File: src/rtl/enc_pkg.sv
// Shared constants for request encoders/arbiters: default sizes, pick modes, FSM states.
package enc_pkg;

  localparam int unsigned N_DEF      = 4;
  localparam int unsigned W_DEF      = 2;

  localparam int unsigned MODE_FIXED = 0;
  localparam int unsigned MODE_RR    = 1;

  typedef enum logic {
    S_IDLE    = 1'b0,
    S_PRESENT = 1'b1
  } state_t;

endpackage

File: src/rtl/req_pick.sv
// Combinational picker: highest set bit (fixed) or first set bit above ptr with wrap (round-robin).
module req_pick
  import enc_pkg::*;
#(
  parameter int unsigned N = N_DEF,
  parameter int unsigned W = W_DEF
) (
  input  logic [N-1:0] bitmap,
  input  logic [W-1:0] ptr,
  input  logic         mode,
  output logic         found,
  output logic [W-1:0] p
);

  logic         hit;
  logic [W-1:0] cand;

  always_comb begin
    found = |bitmap;
    p     = '0;
    hit   = 1'b0;
    cand  = '0;
    if (mode == 1'(MODE_RR)) begin
      // Walk ptr+1, ptr+2, ... wrapping at N; first hit wins.
      for (int k = 1; k <= int'(N); k++) begin
        cand = W'((int'(ptr) + k) % int'(N));
        if (!hit && bitmap[cand]) begin
          p   = cand;
          hit = 1'b1;
        end
      end
    end else begin
      for (int i = 0; i < int'(N); i++) begin
        if (bitmap[i]) p = W'(i);
      end
    end
  end

endmodule

File: src/rtl/req_encoder_4to2.sv
// Sequential request encoder: captures request pulses into a pending map and
// presents one claimed index at a time on a valid/ready output.
module req_encoder_4to2
  import enc_pkg::*;
#(
  parameter int unsigned N  = N_DEF,
  parameter int unsigned W  = W_DEF,
  parameter int unsigned RR = MODE_FIXED
) (
  input  logic         clk,
  input  logic         rst_n,
  input  logic         en,
  input  logic [N-1:0] req,
  input  logic         ready,
  output logic         out_valid,
  output logic [W-1:0] out_idx,
  output logic [N-1:0] pending,
  output logic         ovf
);

  localparam logic PICK_MODE = (RR == MODE_RR);

  state_t       state, state_nx;
  logic [W-1:0] idx_nx;
  logic [W-1:0] ptr, ptr_nx;
  logic [N-1:0] claim_c;
  logic [N-1:0] capture_c;
  logic [N-1:0] pending_nx;
  logic         ovf_nx;
  logic         found_c;
  logic [W-1:0] pick_c;

  req_pick #(
    .N (N),
    .W (W)
  ) u_pick (
    .bitmap (pending),
    .ptr    (ptr),
    .mode   (PICK_MODE),
    .found  (found_c),
    .p      (pick_c)
  );

  // Next-state: claim a pending entry whenever the output slot is free or being accepted.
  always_comb begin
    state_nx = state;
    idx_nx   = out_idx;
    ptr_nx   = ptr;
    claim_c  = '0;
    case (state)
      S_IDLE: begin
        if (found_c) begin
          idx_nx          = pick_c;
          claim_c[pick_c] = 1'b1;
          state_nx        = S_PRESENT;
        end
      end
      S_PRESENT: begin
        if (ready) begin
          if (found_c) begin
            idx_nx          = pick_c;
            claim_c[pick_c] = 1'b1;
          end else begin
            state_nx = S_IDLE;
          end
        end
      end
    endcase
    if (|claim_c) ptr_nx = pick_c;
    // A fresh set overrides a same-cycle claim-clear; merging into a live bit is an overflow.
    capture_c  = en ? req : '0;
    pending_nx = (pending & ~claim_c) | capture_c;
    ovf_nx     = |(capture_c & pending & ~claim_c);
  end

  always_ff @(posedge clk or negedge rst_n) begin
    if (!rst_n) begin
      state   <= S_IDLE;
      pending <= '0;
      out_idx <= '0;
      ptr     <= W'(N - 1);
      ovf     <= 1'b0;
    end else begin
      state   <= state_nx;
      pending <= pending_nx;
      out_idx <= idx_nx;
      ptr     <= ptr_nx;
      ovf     <= ovf_nx;
    end
  end

  assign out_valid = (state == S_PRESENT);

endmodule
File: config.mk
export PLATFORM = sky130hd
export DESIGN_NAME = req_encoder_4to2
export DESIGN_NICKNAME = d
export VERILOG_FILES = /design/src/rtl/enc_pkg.sv /design/src/rtl/req_pick.sv /design/src/rtl/req_encoder_4to2.sv
export SDC_FILE = /design/constraint.sdc
export NUM_CORES = 1
export LEC_CHECK = 0
export CAP_MARGIN = 20
export CORE_AREA = 2 2 39 41
export CTS_BUF_LIST = sky130_fd_sc_hd__clkbuf_8 sky130_fd_sc_hd__clkbuf_16
export DETAILED_ROUTE_END_ITERATION = 7
export DIE_AREA = 0 0 41 43
export PLACE_DENSITY = 0.63
export SYNTH_ARGS = -nofsm -noshare
export SYNTH_HDL_FRONTEND = slang
export SYNTH_SLANG_ARGS = --single-unit
File: constraint.sdc
create_clock -name clk -period 1.2 [get_ports clk]
set_input_delay 0.24 -clock clk [delete_from_list [all_inputs] [get_ports clk]]
set_output_delay 0.24 -clock clk [all_outputs]
set_load 0.02 [all_outputs]
==> metrics.md <==
| Metric | Value |
|---|---|
| Leading area contributor after synthesis | dfrtp_1 |
| Slew @ Worst Pin | 372 ps |
| Synth top cells by count | dfrtp_1 (8), nand2_1 (7), o21ai_0 (3) |
| First-pass DRT Iterations | 1 |
| CTS root buffer | clkbuf_8 |
| Most common cell in the netlist | dfrtp_1 |
| Max VDD drop | 0.521 mV |
| FF+latch count, synth | 8 |
| R2r setup slk | 80 ps |
| Met1 wire length | 340 microns |
| Clock power share | 33.7% |
| Die Area | 1760 sq um |
| GPL Wtd Cong | 0.709 |
| Initial DRC count | 0 |
| Clock Skews | 4.81 ps |
| Pin count of the biggest net entering global routing | 9 |
| Type of the most critical hold path | in -> async |
| Met2 routed WL | 394 microns |
| Fillers | 146 |
| PortBufs | 15 |
| Slew Viols, Final | 0 |
| Post-synth EDFFs | 0 |
| Pwr Density | 1440 nW/um^2 |
| Max-Cap Viols | 0 |
| Register area share after synthesis | 54.6% |
| Ys flop type | dfrtp_1 |
| Post-Syn Area per Cell | 10.8 sq um |
| DRT Wirelength | 824 microns |
| DR vias | 339 |
| DP Wirelength | 684 microns |
| Worst hold slack | 295 ps |
| CP cell instances | dlygate4sd2_1 |
| Vias per inst | 4.35 |
| TritonCTS clock tree | built |
| Worst Setup Start Kind | flop |
| Fraction of layout cells with a size suffix above 1 | 32.3% |
| Sequential power share | 34.7% |
| Final Hold Vio Count | 0 |
| Finished Core Util | 47.2% |
| TritonCTS Sinks | 8 |
| Drt drc | 0 |
| Period minus WS final | 1160 ps |
| Die Width | 41 microns |
| Drt wl/cell | 10.6 microns |
| Routed wl met3 | 73 microns |
| # placed instances | 75 |
| Status | completed |
| Post-synth net total | 42 |
| Synth cell types | 19 |
| Largest fanout on the critical path | 2 |
| Relative slew margins | 75.1% |
| Critical path class | reg -> out |
| Syn. warnings | 0 |
| Grt ovf | 0 |
| ANT cells | 0 |
| Internal Power | 0.676 mW |
| Post-synthesis async set-or-reset flop share | 100% |
| Peak Freq | 863 MHz |
| Crit end category | output pin |
| Top Metal Used | met4 |
| Syn-to-layout area delta | 78.2% |
| Non-filler cells, final | 78 |
| CTS Hold Bufs | 0 |
| Leak | 0.309 nW |
| Worst-path clk slew | 40 ps |
| Area contributors post-synth | dfrtp_1 (55%), nand2_1 (7.2%), o21ai_0 (4.1%), nand2b_4 (3.8%), nor2b_4 (3.8%) |
| TritonCTS buffer count | 3 |
| Combinational power share | 31.6% |
| All-Layer GR Usage | 12.2% |
| H-tree levels | 1 |
| Site Rows | 14 |
| Nets@finish | 72 |
| Core area | 1380 sq um |
| Crit path buf inv count | 1 |
| Die Y | 43 microns |
| Initial Util | 26.5% |
| Req. time, crit path | 960 ps |
| Clock tree buffer depth | 2 |
| First-pass GRT wire length | 1390 microns |
| Crit path DAT | 920 ps |
| RSZ-0062 raised after global routing | no |
| Sw Ratio | 28.3% |
| Top Family by Delay on Critical Path | flip-flops |
| Final setup vio count | 0 |
| Slowest CP cell | dfrtp_1 |
| Synth Cell Area | 367 sq um |
| Net Switching | 0.266 mW |
| Fin crit share | 96.5% |
| IO Pins | 16 |
| Initial antenna violation count | 0 |
| Post-synth top area share | 54.6% |
| DRT antenna net count | 0 |
| Synth Instances | 34 |
| Max incr delay on CP | 370 ps |
| # Post-CTS Setup Buffers | 0 |
| Clock Latency Late Sink | 230 ps |
| Vias in the first global route | 324 |
repair_timing:
| action | in CTS | in global routing |
|---|---|---|
| endpoints found under the setup margin | 8 | 1 |
| gates resized for setup | 8 | 2 |
| endpoints found under the hold margin | 0 | 0 |
| pin swaps | 0 | 0 |
power by group through the flow:
| stage | Sequential, mW | Combinational [mW] | Clock (mW) |
|---|---|---|---|
| after floorplan | 0.394 | 0.0735 | 0 |
| after global placement | 0.331 | 0.319 | 0 |
| after detailed placement | 0.333 | 0.323 | 0 |
| after CTS | 0.328 | 0.295 | 0.332 |
| after global routing | 0.332 | 0.327 | 0.341 |
| final | 0.327 | 0.298 | 0.317 |
per-stage QoR:
step | setup TNS, ps | power (mW) | area (sq um) | setup slack (ps)
after CTS | 0 | 0.955 | 643 | 23.6
final | 0 | 0.942 | 653 | 41.9
after detailed placement | -613 | 0.656 | 612 | -188
after floorplan | 0 | 0.468 | 367 | 91.6
after global routing | 0 | 1.00 | 653 | 2.17
after global placement | -550 | 0.650 | 612 | -172
sequential cells by signal (all words and copies together), names as in the netlist:
name       flops
out_valid      1
ovf            1
pending        4
out_idx        2
final cells by class:
type	count	area [sq um]	area share (%)
inverter	1	3.75	0.575
clock buffer	3	41.3	6.32
multi-input combinational	25	173	26.4
sequential	8	200	30.7
timing repair buffer	25	215	33.0
tap	16	20.0	3.07
routing by layer:
metal,up-vias,GRT usage [%]
met5,-,0
met4,0,8.00
met3,2,3.14
met2,17,18.8
met1,147,14.2
li1,173,-
worst register-to-register path, cell delays in order (launching register included):
cell and delay [ps]:
dfrtp_1 360, buf_4 150, nor2_2 160, nand2b_4 90, o21ai_2 150, o211ai_2 90
final timing paths:
path	depth (start not counted)	startpoint	to
max	1	pending[0]	pending[0]
max in group asynchronous	1	rst_n	out_idx[0]
max reg2reg	5	pending[3]	ovf
min reg2reg	2	out_idx[1]	out_idx[1]
min	1	rst_n	out_idx[1]
min in group clk	2	out_idx[1]	out_idx[1]
placed cells by master (no fill, tap or decap), drive strengths merged, types with 2 or more instances in the layout:
cell type	synthesis	final
o21ai	5	5
dlygate4sd2	0	8
nand2b	2	2
dfrtp	8	8
nand2	7	7
clkdlybuf4s50	0	7
nor2b	2	2
nor2	2	2
buf	0	10
clkbuf	0	3
logic make-up after synthesis:
logic type,count (synthesis),synth area share (%)
flip-flops,8,54.6
AO/OA/AOI/OAI,9,17.4
multiplexers,1,2.73
AND/OR/NAND/NOR,15,24.2
buffers and inverters,1,1.02
No activity file was read; power rests on OpenSTA's default activity.
